**src/rtl/rx_flow_fifo_if.sv**
```systemverilog
// rtl/rx_flow_fifo_if.sv - stream bundle for rx_flow_fifo
// Purpose: groups the receive, consumer, keyboard and transmit valid/ready
// streams plus the status outputs of rx_flow_fifo.
// Signals:
//   in_data/in_valid/in_ready      host-link receive stream into the buffer
//   out_data/out_valid/out_ready   buffered stream towards command_handler
//   kbd_data/kbd_valid/kbd_ready   keyboard bytes heading to the host
//   tx_data/tx_valid/tx_ready      byte stream to the host-link transmitter
//   level, flow_stopped            fill count and XOFF-in-effect status
// Modports: slave = the buffer itself, master = the surrounding logic.
interface rx_flow_fifo_if #(
  parameter int DATA_W     = 8,
  parameter int DEPTH_BITS = 6
);
  logic [DATA_W-1:0]   in_data;
  logic                in_valid;
  logic                in_ready;
  logic [DATA_W-1:0]   out_data;
  logic                out_valid;
  logic                out_ready;
  logic [7:0]          kbd_data;
  logic                kbd_valid;
  logic                kbd_ready;
  logic [7:0]          tx_data;
  logic                tx_valid;
  logic                tx_ready;
  logic [DEPTH_BITS:0] level;
  logic                flow_stopped;

  modport slave (
    input  in_data, in_valid, out_ready, kbd_data, kbd_valid, tx_ready,
    output in_ready, out_data, out_valid, kbd_ready, tx_data, tx_valid,
           level, flow_stopped
  );

  modport master (
    output in_data, in_valid, out_ready, kbd_data, kbd_valid, tx_ready,
    input  in_ready, out_data, out_valid, kbd_ready, tx_data, tx_valid,
           level, flow_stopped
  );
endinterface

```
**src/rtl/rx_flow_fifo.sv**
```systemverilog
// rtl/rx_flow_fifo.sv - receive buffer with XON/XOFF software flow control
// Purpose: buffers host-link words for command_handler and, when the buffer
// fills, injects XOFF (0x13) into the keyboard-to-host stream, then XON
// (0x11) once it drains.
// Ports:
//   clk    system clock
//   reset  synchronous, active-high
//   bus    rx_flow_fifo_if.slave (in_*, out_*, kbd_*, tx_*, level,
//          flow_stopped)
// Configuration: define RX_FLOW_CTRL_EN to build the flow-control FSM;
// without it the tx register carries keyboard bytes only and
// flow_stopped is tied low.
module rx_flow_fifo #(
  parameter int DATA_W     = 8,
  parameter int DEPTH_BITS = 6,
  parameter int XOFF_LEVEL = 48,
  parameter int XON_LEVEL  = 16
) (
  input  logic         clk,
  input  logic         reset,
  rx_flow_fifo_if.slave bus
);

  localparam int DEPTH = 1 << DEPTH_BITS;
  localparam logic [DEPTH_BITS:0] FULL_LVL = (DEPTH_BITS+1)'(DEPTH);

  // ---------------- FIFO ----------------
  logic [DATA_W-1:0]     mem_q [DEPTH];
  logic [DEPTH_BITS-1:0] wr_ptr_q, rd_ptr_q;
  logic [DEPTH_BITS:0]   level_q, level_d, ram_cnt;
  logic [DATA_W-1:0]     out_data_q;
  logic                  out_valid_q;
  logic                  wr_en, rd_xfer, fetch;

  assign bus.in_ready = (level_q != FULL_LVL);
  assign wr_en        = bus.in_valid && bus.in_ready;
  assign rd_xfer      = out_valid_q && bus.out_ready;
  // level includes the word sitting in the output register; the rest is RAM
  assign ram_cnt      = level_q - {{DEPTH_BITS{1'b0}}, out_valid_q};
  // refill the output register whenever it is empty or being consumed
  assign fetch        = (ram_cnt != '0) && (!out_valid_q || bus.out_ready);

  always_comb begin
    level_d = level_q;
    case ({wr_en, rd_xfer})
      2'b10:   level_d = level_q + 1'b1;
      2'b01:   level_d = level_q - 1'b1;
      default: level_d = level_q;
    endcase
  end

  always_ff @(posedge clk) begin
    if (wr_en) begin
      mem_q[wr_ptr_q] <= bus.in_data;
    end
  end

  always_ff @(posedge clk) begin
    if (reset) begin
      wr_ptr_q    <= '0;
      rd_ptr_q    <= '0;
      level_q     <= '0;
      out_valid_q <= 1'b0;
      out_data_q  <= '0;
    end else begin
      level_q <= level_d;
      if (wr_en) begin
        wr_ptr_q <= wr_ptr_q + 1'b1;
      end
      if (fetch) begin
        out_data_q  <= mem_q[rd_ptr_q];
        out_valid_q <= 1'b1;
        rd_ptr_q    <= rd_ptr_q + 1'b1;
      end else if (rd_xfer) begin
        out_valid_q <= 1'b0;
      end
    end
  end

  assign bus.out_data  = out_data_q;
  assign bus.out_valid = out_valid_q;
  assign bus.level     = level_q;

  // ---------------- Tx register ----------------
  logic [7:0] tx_data_q, tx_data_d;
  logic       tx_valid_q, tx_valid_d;
  logic       kbd_ready;
  logic       load_ok;

  assign load_ok = !tx_valid_q || bus.tx_ready;

`ifdef RX_FLOW_CTRL_EN
  localparam logic [DEPTH_BITS:0] XOFF_LVL = (DEPTH_BITS+1)'(XOFF_LEVEL);
  localparam logic [DEPTH_BITS:0] XON_LVL  = (DEPTH_BITS+1)'(XON_LEVEL);
  localparam logic [7:0] XOFF_CHAR = 8'h13;
  localparam logic [7:0] XON_CHAR  = 8'h11;

  typedef enum logic [1:0] {FLOWING, XOFF_PEND, STOPPED, XON_PEND} state_e;
  state_e     state_q, state_d;
  // set while the pending control byte occupies the tx register
  logic       ctrl_loaded_q, ctrl_loaded_d;
  logic       load_ctrl;
  logic [7:0] ctrl_byte;

  always_ff @(posedge clk) begin
    if (reset) begin
      state_q       <= FLOWING;
      ctrl_loaded_q <= 1'b0;
      tx_valid_q    <= 1'b0;
      tx_data_q     <= '0;
    end else begin
      state_q       <= state_d;
      ctrl_loaded_q <= ctrl_loaded_d;
      tx_valid_q    <= tx_valid_d;
      tx_data_q     <= tx_data_d;
    end
  end

  always_comb begin
    state_d       = state_q;
    ctrl_loaded_d = ctrl_loaded_q;
    tx_valid_d    = tx_valid_q;
    tx_data_d     = tx_data_q;
    kbd_ready     = 1'b0;
    load_ctrl     = 1'b0;
    ctrl_byte     = XOFF_CHAR;

    case (state_q)
      FLOWING: begin
        if (level_q >= XOFF_LVL) state_d = XOFF_PEND;
      end
      XOFF_PEND: begin
        if (!ctrl_loaded_q) begin
          // drained again before XOFF got out: forget it, nothing to undo
          if (level_q <= XON_LVL) begin
            state_d = FLOWING;
          end else if (load_ok) begin
            load_ctrl = 1'b1;
            ctrl_byte = XOFF_CHAR;
          end
        end else if (tx_valid_q && bus.tx_ready) begin
          state_d       = STOPPED;
          ctrl_loaded_d = 1'b0;
        end
      end
      STOPPED: begin
        if (level_q <= XON_LVL) state_d = XON_PEND;
      end
      XON_PEND: begin
        if (!ctrl_loaded_q) begin
          if (load_ok) begin
            load_ctrl = 1'b1;
            ctrl_byte = XON_CHAR;
          end
        end else if (tx_valid_q && bus.tx_ready) begin
          state_d       = FLOWING;
          ctrl_loaded_d = 1'b0;
        end
      end
      default: state_d = FLOWING;
    endcase

    // control byte wins the load slot over the keyboard
    if (load_ctrl) begin
      tx_valid_d    = 1'b1;
      tx_data_d     = ctrl_byte;
      ctrl_loaded_d = 1'b1;
    end else if (load_ok) begin
      if (bus.kbd_valid) begin
        tx_valid_d = 1'b1;
        tx_data_d  = bus.kbd_data;
        kbd_ready  = 1'b1;
      end else begin
        tx_valid_d = 1'b0;
      end
    end
  end

  assign bus.flow_stopped = (state_q == STOPPED) || (state_q == XON_PEND);
`else
  logic unused_levels;
  assign unused_levels = ^{32'(XOFF_LEVEL), 32'(XON_LEVEL)};

  always_ff @(posedge clk) begin
    if (reset) begin
      tx_valid_q <= 1'b0;
      tx_data_q  <= '0;
    end else begin
      tx_valid_q <= tx_valid_d;
      tx_data_q  <= tx_data_d;
    end
  end

  always_comb begin
    tx_valid_d = tx_valid_q;
    tx_data_d  = tx_data_q;
    kbd_ready  = 1'b0;
    if (load_ok) begin
      tx_valid_d = bus.kbd_valid;
      if (bus.kbd_valid) begin
        tx_data_d = bus.kbd_data;
        kbd_ready = 1'b1;
      end
    end
  end

  assign bus.flow_stopped = 1'b0;
`endif

  assign bus.tx_data   = tx_data_q;
  assign bus.tx_valid  = tx_valid_q;
  assign bus.kbd_ready = kbd_ready;

endmodule

```
**src/flat_wrapper.sv**
```systemverilog
// flat-port wrapper written by rule: the top's interface ports become plain ports
module rx_flow_fifo_flat 
#(
  parameter int DATA_W     = 8,
  parameter int DEPTH_BITS = 6,
  parameter int XOFF_LEVEL = 48,
  parameter int XON_LEVEL  = 16
)
  (clk, reset, bus_in_data, bus_in_valid, bus_out_ready, bus_kbd_data, bus_kbd_valid, bus_tx_ready, bus_in_ready, bus_out_data, bus_out_valid, bus_kbd_ready, bus_tx_data, bus_tx_valid, bus_level, bus_flow_stopped);
  rx_flow_fifo_if #(.DATA_W(DATA_W), .DEPTH_BITS(DEPTH_BITS)) bus_i ();
  input  logic clk;
  input  logic reset;
  input wire logic [$bits(bus_i.in_data)-1:0] bus_in_data;
  input wire logic [$bits(bus_i.in_valid)-1:0] bus_in_valid;
  input wire logic [$bits(bus_i.out_ready)-1:0] bus_out_ready;
  input wire logic [$bits(bus_i.kbd_data)-1:0] bus_kbd_data;
  input wire logic [$bits(bus_i.kbd_valid)-1:0] bus_kbd_valid;
  input wire logic [$bits(bus_i.tx_ready)-1:0] bus_tx_ready;
  output wire logic [$bits(bus_i.in_ready)-1:0] bus_in_ready;
  output wire logic [$bits(bus_i.out_data)-1:0] bus_out_data;
  output wire logic [$bits(bus_i.out_valid)-1:0] bus_out_valid;
  output wire logic [$bits(bus_i.kbd_ready)-1:0] bus_kbd_ready;
  output wire logic [$bits(bus_i.tx_data)-1:0] bus_tx_data;
  output wire logic [$bits(bus_i.tx_valid)-1:0] bus_tx_valid;
  output wire logic [$bits(bus_i.level)-1:0] bus_level;
  output wire logic [$bits(bus_i.flow_stopped)-1:0] bus_flow_stopped;
  assign bus_i.in_data = bus_in_data;
  assign bus_i.in_valid = bus_in_valid;
  assign bus_i.out_ready = bus_out_ready;
  assign bus_i.kbd_data = bus_kbd_data;
  assign bus_i.kbd_valid = bus_kbd_valid;
  assign bus_i.tx_ready = bus_tx_ready;
  assign bus_in_ready = bus_i.in_ready;
  assign bus_out_data = bus_i.out_data;
  assign bus_out_valid = bus_i.out_valid;
  assign bus_kbd_ready = bus_i.kbd_ready;
  assign bus_tx_data = bus_i.tx_data;
  assign bus_tx_valid = bus_i.tx_valid;
  assign bus_level = bus_i.level;
  assign bus_flow_stopped = bus_i.flow_stopped;
  rx_flow_fifo #(.DATA_W(DATA_W), .DEPTH_BITS(DEPTH_BITS), .XOFF_LEVEL(XOFF_LEVEL), .XON_LEVEL(XON_LEVEL)) u_core (.clk(clk), .reset(reset), .bus(bus_i));
endmodule
```
**config.mk**
```make
export PLATFORM = sky130hd
export DESIGN_NAME = rx_flow_fifo_flat
export DESIGN_NICKNAME = d
export VERILOG_FILES = /design/src/rtl/rx_flow_fifo_if.sv /design/src/rtl/rx_flow_fifo.sv /design/src/flat_wrapper.sv
export SDC_FILE = /design/constraint.sdc
export NUM_CORES = 1
export LEC_CHECK = 0
export CORE_MARGIN = 2
export CORE_UTILIZATION = 66
export DETAILED_ROUTE_END_ITERATION = 10
export PLACE_DENSITY = 0.84
export SYNTH_ARGS = -nofsm -noshare
export SYNTH_HDL_FRONTEND = slang
export SYNTH_SLANG_ARGS = --single-unit
```
**constraint.sdc**
```tcl
create_clock -name clk -period 9.2 [get_ports clk]
set_input_delay 1.84 -clock clk [delete_from_list [all_inputs] [get_ports clk]]
set_output_delay 1.84 -clock clk [all_outputs]
set_load 0.03 [all_outputs]
```
After elaboration in Yosys (flattened, before gate mapping). Memories as Yosys holds them, arrays and structs flattened. A register that Yosys moved wholly into a read port is not among the register bits. Cells that the tools add are included. W data, S select, Z words.

Bits in registers: 29. Memory bits (writable): 512. Output and inout port bits: 28. Word-level logic and storage cells: 33. Memories: 1.

Add/sub/neg operators: 5. Equal/unequal tests: 3. Muxes and demuxes: 7. Reduce and logical (&&, ||, !) cells: 11.

Memories: u_core.mem_q (words 64, bits a word 8, rd ports 1, clocked after Yosys merged registers in 1, write ports 1, line rx_flow_fifo.sv:28) `logic [DATA_W-1:0] mem_q [DEPTH];`.

Operator list (count): $pmux W7 S2 (1); $add A6 B1 Y6 const B (2); $add A7 B1 Y7 const B (1); $ne A7 B7 Y1 const B (1); $reduce_bool A7 Y1 (1); $sub A7 B1 Y7 (1); $sub A7 B1 Y7 const B (1); $mux W1 (6); $reduce_bool A2 Y1 (2); $logic_and A1 B1 Y1 (3); $eq A2 B1 Y1 const B (1); $eq A2 B2 Y1 const B (1); $logic_not A1 Y1 (2); $logic_or A1 B1 Y1 (2); $reduce_and A2 Y1 (1).

Longest topological paths before layout.
Depth in word-level cells: 4. Gate-level depth with buffers: 14. Mapped depth without buffers: 12.

Least setup slack after synthesis. OpenSTA, ideal clock, no wires.

Path kind: input -> output. Start: in bus_tx_ready. End: out bus_kbd_ready. Arrival: 2.541 ns. Required time: 7.360 ns. Slack: 4.819 ns. Cell stages on the path: 3. Path through: nand2b_1 -> nand2_1 -> clkinv_1.

Word-level cells in the longest chain between the ends: 2.

Ends and longest elaborated chain: from (decl) (line flat_wrapper.sv:18) `input wire logic [$bits(bus_i.tx_ready)-1:0] bus_tx_ready;`; $logic_or A1 B1 Y1 (line rx_flow_fifo.sv:90) `assign load_ok = !tx_valid_q || bus.tx_ready;`; $mux W1 (line rx_flow_fifo.sv:198) `if (load_ok) begin`; to (decl) (line flat_wrapper.sv:22) `output wire logic [$bits(bus_i.kbd_ready)-1:0] bus_kbd_ready;`.

No other way between the ends.

Final worst setup path. Ends and elaborated chain as after synthesis.

==> results list <==
- At the pin with the least slew margin, the transition time is 1297 ps.
- Setup repair after global routing left no endpoint under its margin.
* Area fraction in and, or, nand and nor cells after synthesis: 0.04169
- Area overhead of the layout relative to synthesis: 11.45%
- Number of antenna violations at the first check in global routing: 0
- From left edge to right edge, the die measures 184.9 um.
* Maximum Capacitance Violations: 0
* Height of the chip: 184.9 um
- Number of distinct library cells after synthesis: 55
- Hold_buf cts: 0
- The repair_antennas step left the layout with diodes totalling 0.
* Number of CTS-inserted buffers: 53
* Main combinational cell family by area after synthesis: multiplexers
- Wire length per cell after detailed routing: 28.06 um
- Die area: 34,200 sq um
- Of the total synthesized cell area, the portion taken by XOR and XNOR cells is 0.006891.
* Global routing usage on met3: 0.06115
* Flip-flop cell with the highest count after synthesis: sky130_fd_sc_hd__edfxtp_1
* Port Buffers: 48
- Fmax: 0.1835 GHz
* Clk slew on worst S/H paths: 60 ps
* Setup Crit Path Kind: input port to output pin
- In the global route stage, overall resource usage came out at 0.2874.
- Portion of the post-synthesis area used by sequential elements: 0.7458
* Netlist area before placement: 21,610 sq um
- The number of hold-slack violations in the final timing report was 0.
- Leading cell type in the layout, fill and taps excluded: sky130_fd_sc_hd__edfxtp_1
* Critical Path RT: 7360 ps
- Routability-driven placement finished with a final weighted congestion of 0.8471.
- In the layout the commonest cells are 512 x sky130_fd_sc_hd__edfxtp_1, 103 x sky130_fd_sc_hd__mux4_2, 89 x sky130_fd_sc_hd__nor2_1.
* GRT Max-Usage Layer: met2
- Post-synthesis async set-or-reset flop share: 0
- ANT nets after route: 0
* Peak ir drop on the vdd network: 186.4 uV
- The H-tree generated during clock tree synthesis spans 2 levels.
- Post-synthesis compound-gate area fraction: 0.04169
- The worst pin sits at a relative slew slack of 0.1356.
- Setup TNS Final: 0 ps
* Static leakage: 7.579 nW
- The total overflow left after global routing is 0.
* Peak fanout along the critical path: 9
- Final clock skew: 19.86 ps
* Setup Fix Bufs, Post-CTS: 0
- The smallest clock period supported by the final layout is computed as 5450 ps.
* CTS root buffer: sky130_fd_sc_hd__clkbuf_16
- For this block, the via count after detailed routing is 11.38k.
- Vias in the first global route: 11.41k
- Of the available clock period, the critical path in the final layout requires 0.5924.
- Site Rows: 66
- Proportion of layout cells with a drive suffix above 1: 0.1780
* Average cell area after synthesis: 18.71 sq um
- STA classifies the critical path endpoint as an output pin.
- Number of gates resized after CTS: 0
* DRT iter0 DRCs: 1,522
- Number of remaining DRC errors: 0
- In the global route stage, met2 resource usage came out at 0.4568.
* #FFs+latches synth: 549
- Router iterations before antenna repair: 6
* Power per unit of standard cell area: 252.9 nW/um^2
* Total Routed Length: 47,390 um
- Status: completed
- Measured against the total synthesized area, the mux share comes to 0.1413.
- After detailed routing, the number of vias per cell comes to 6.738.
- Entering global routing, the biggest net connects 65 pins.
- Placed wire-length estimate after detailed placement: 26,730 um
- The first global-routing pass estimated 71,260 um of wire.
* Number of nets in the finished design: 1,230
- In this run the worst hold path is classified as register to register.
- Post-Syn Instances: 1,155
* Max Buffers Root-to-Sink: 3
* Boundary pin count: 50
- The Yosys step of the flow raised 0 warnings.
* TritonCTS clock tree: built
* Arrival time of data at the critical path endpoint: 3610 ps
- In the global route stage, met1 resource usage came out at 0.4010.
- Initial Utilization: 0.6675
- Number of setup violations in the final report: 0
- Share of synthesized cell area in full adder, half adder and majority cells: 0.003474
- The worst setup path is launched from an input port.
- Count of flip-flops with a built-in enable after synthesis: 512
- When the netlist entered floorplanning its net count stood at 1,183.
- Final number of max-transition violations: 0
* Placeable core area: 32,370 sq um
* Clock insertion delay at the later pin of the skew report: 580 ps
- Post-layout util: 0.7439
* Number of clock sinks seen by CTS: 549
## worst max-delay path: stages
cell	delay, ps
sky130_fd_sc_hd__clkdlybuf4s50_1	390
sky130_fd_sc_hd__nand2b_1	160
sky130_fd_sc_hd__nand2_1	260
sky130_fd_sc_hd__clkinv_1	290
sky130_fd_sc_hd__clkdlybuf4s50_1	660
## final cells by class
class	count	area [sq um]
Sequential cell	549	16120
Fill cell	1781	8290
Multi-Input combinational cell	532	5082
Tap cell	442	553.0
Timing Repair Buffer	59	523.0
Inverter	7	26.28
Clock inverter	23	222.7
Clock buffer	77	1549
## state kept, by name, indices dropped and copies added, names as in the netlist
register / flops
u_core.bus.out_valid: 1
u_core.rd_ptr_q: 6
u_core.bus.out_data: 8
u_core.bus.tx_data: 8
u_core.bus.level: 7
u_core.mem_q: 512
u_core.wr_ptr_q: 6
u_core.bus.tx_valid: 1
## logic make-up (layout without fill, tap and decap cells)
| family | after synthesis | after routing |
|---|---|---|
| and+or+nand+nor | 202 | 202 |
| other | 1 | 1 |
| DFF | 549 | 549 |
| adders and majority gates | 6 | 6 |
| muxes | 176 | 176 |
| AOI/OAI and AO/OA | 130 | 130 |
| buffers and inverters | 74 | 166 |
| xor gates and xnor gates | 17 | 17 |
## power by group
group / internal, W / leakage (nW) / switching (W) / total, W
clock: 0.00128 / 0.871 / 0.000898 / 0.00218
combinational: 0.000482 / 1.80 / 0.000587 / 0.00107
sequential: 0.00277 / 4.91 / 0.0000700 / 0.00284
total: 0.00453 / 7.58 / 0.00156 / 0.00609
## path summary, 6_finish.rpt
path                                               to             startpoint  cells past startpoint  slack [ps]
worst max-delay path                    bus_kbd_ready           bus_tx_ready                      5        3750
worst min register to register  u_core.bus.tx_data[2]  u_core.bus.tx_data[2]                      2         460
worst max register to register    u_core.bus.level[6]    u_core.bus.level[1]                     12        5750
worst min-delay path            u_core.bus.tx_data[2]  u_core.bus.tx_data[2]                      2         460
## metal layers
| layer | wire [um] | vias to the layer above |
|---|---|---|
| li1 | - | 4734 |
| met1 | 18030 | 5822 |
| met2 | 23230 | 669 |
| met3 | 4281 | 155 |
| met4 | 1848 | 0 |
| met5 | 0 | - |
## Yosys cell counts (2+ instances only)
library cell / instances / area [sq um]
sky130_fd_sc_hd__clkbuf_1: 23 / 86.33
sky130_fd_sc_hd__a211oi_1: 9 / 67.56
sky130_fd_sc_hd__a2111oi_0: 5 / 43.79
sky130_fd_sc_hd__mux2i_1: 71 / 710.7
sky130_fd_sc_hd__a21oi_1: 33 / 165.2
sky130_fd_sc_hd__a21o_1: 3 / 22.52
sky130_fd_sc_hd__a31oi_2: 2 / 25.02
sky130_fd_sc_hd__inv_1: 6 / 22.52
sky130_fd_sc_hd__or3b_2: 2 / 17.52
sky130_fd_sc_hd__a221oi_1: 6 / 52.55
sky130_fd_sc_hd__buf_2: 15 / 75.07
sky130_fd_sc_hd__buf_4: 7 / 52.55
sky130_fd_sc_hd__mux4_2: 103 / 2320
sky130_fd_sc_hd__or2_2: 3 / 18.77
sky130_fd_sc_hd__o221ai_1: 10 / 87.58
sky130_fd_sc_hd__o21ai_0: 16 / 80.08
sky130_fd_sc_hd__buf_1: 11 / 41.29
sky130_fd_sc_hd__buf_6: 8 / 90.09
sky130_fd_sc_hd__xnor2_1: 6 / 52.55
sky130_fd_sc_hd__mux2_2: 2 / 22.52
sky130_fd_sc_hd__nor2_1: 89 / 334.1
sky130_fd_sc_hd__and2_1: 2 / 12.51
sky130_fd_sc_hd__nand2b_1: 3 / 18.77
sky130_fd_sc_hd__o211a_1: 5 / 50.05
sky130_fd_sc_hd__a32oi_1: 9 / 78.83
sky130_fd_sc_hd__edfxtp_1: 512 / 15370
sky130_fd_sc_hd__nand3_1: 13 / 65.06
sky130_fd_sc_hd__nand4_1: 3 / 18.77
sky130_fd_sc_hd__nor2b_1: 5 / 31.28
sky130_fd_sc_hd__or3_1: 4 / 25.02
sky130_fd_sc_hd__a22oi_1: 5 / 37.54
sky130_fd_sc_hd__o311ai_0: 6 / 52.55
sky130_fd_sc_hd__a31oi_1: 2 / 12.51
sky130_fd_sc_hd__dfxtp_1: 37 / 740.7
sky130_fd_sc_hd__buf_8: 2 / 30.03
sky130_fd_sc_hd__xor2_1: 11 / 96.34
sky130_fd_sc_hd__nand3b_1: 4 / 30.03
sky130_fd_sc_hd__nand2_1: 66 / 247.7
sky130_fd_sc_hd__ha_1: 6 / 75.07
sky130_fd_sc_hd__o22ai_1: 14 / 87.58
sky130_fd_sc_hd__o21ai_1: 2 / 10.01
## through the flow
stage | setup WS (ps) | cells | power (W) | hold slack [ps] | area, sq um
after floorplan | 4819 | 1155 | 0.003690 | 494.4 | 21610
after detailed placement | 3784 | 1589 | 0.003952 | 450.1 | 22310
final | 3750 | 1689 | 0.006090 | 461.0 | 24080
after CTS | 3759 | 1689 | 0.006109 | 461.6 | 24080
after global routing | 3619 | 1689 | 0.006273 | 481.4 | 24080
after global placement | 3861 | 1589 | 0.003929 | 448.4 | 22310
No activity file was read; power rests on OpenSTA's default activity.
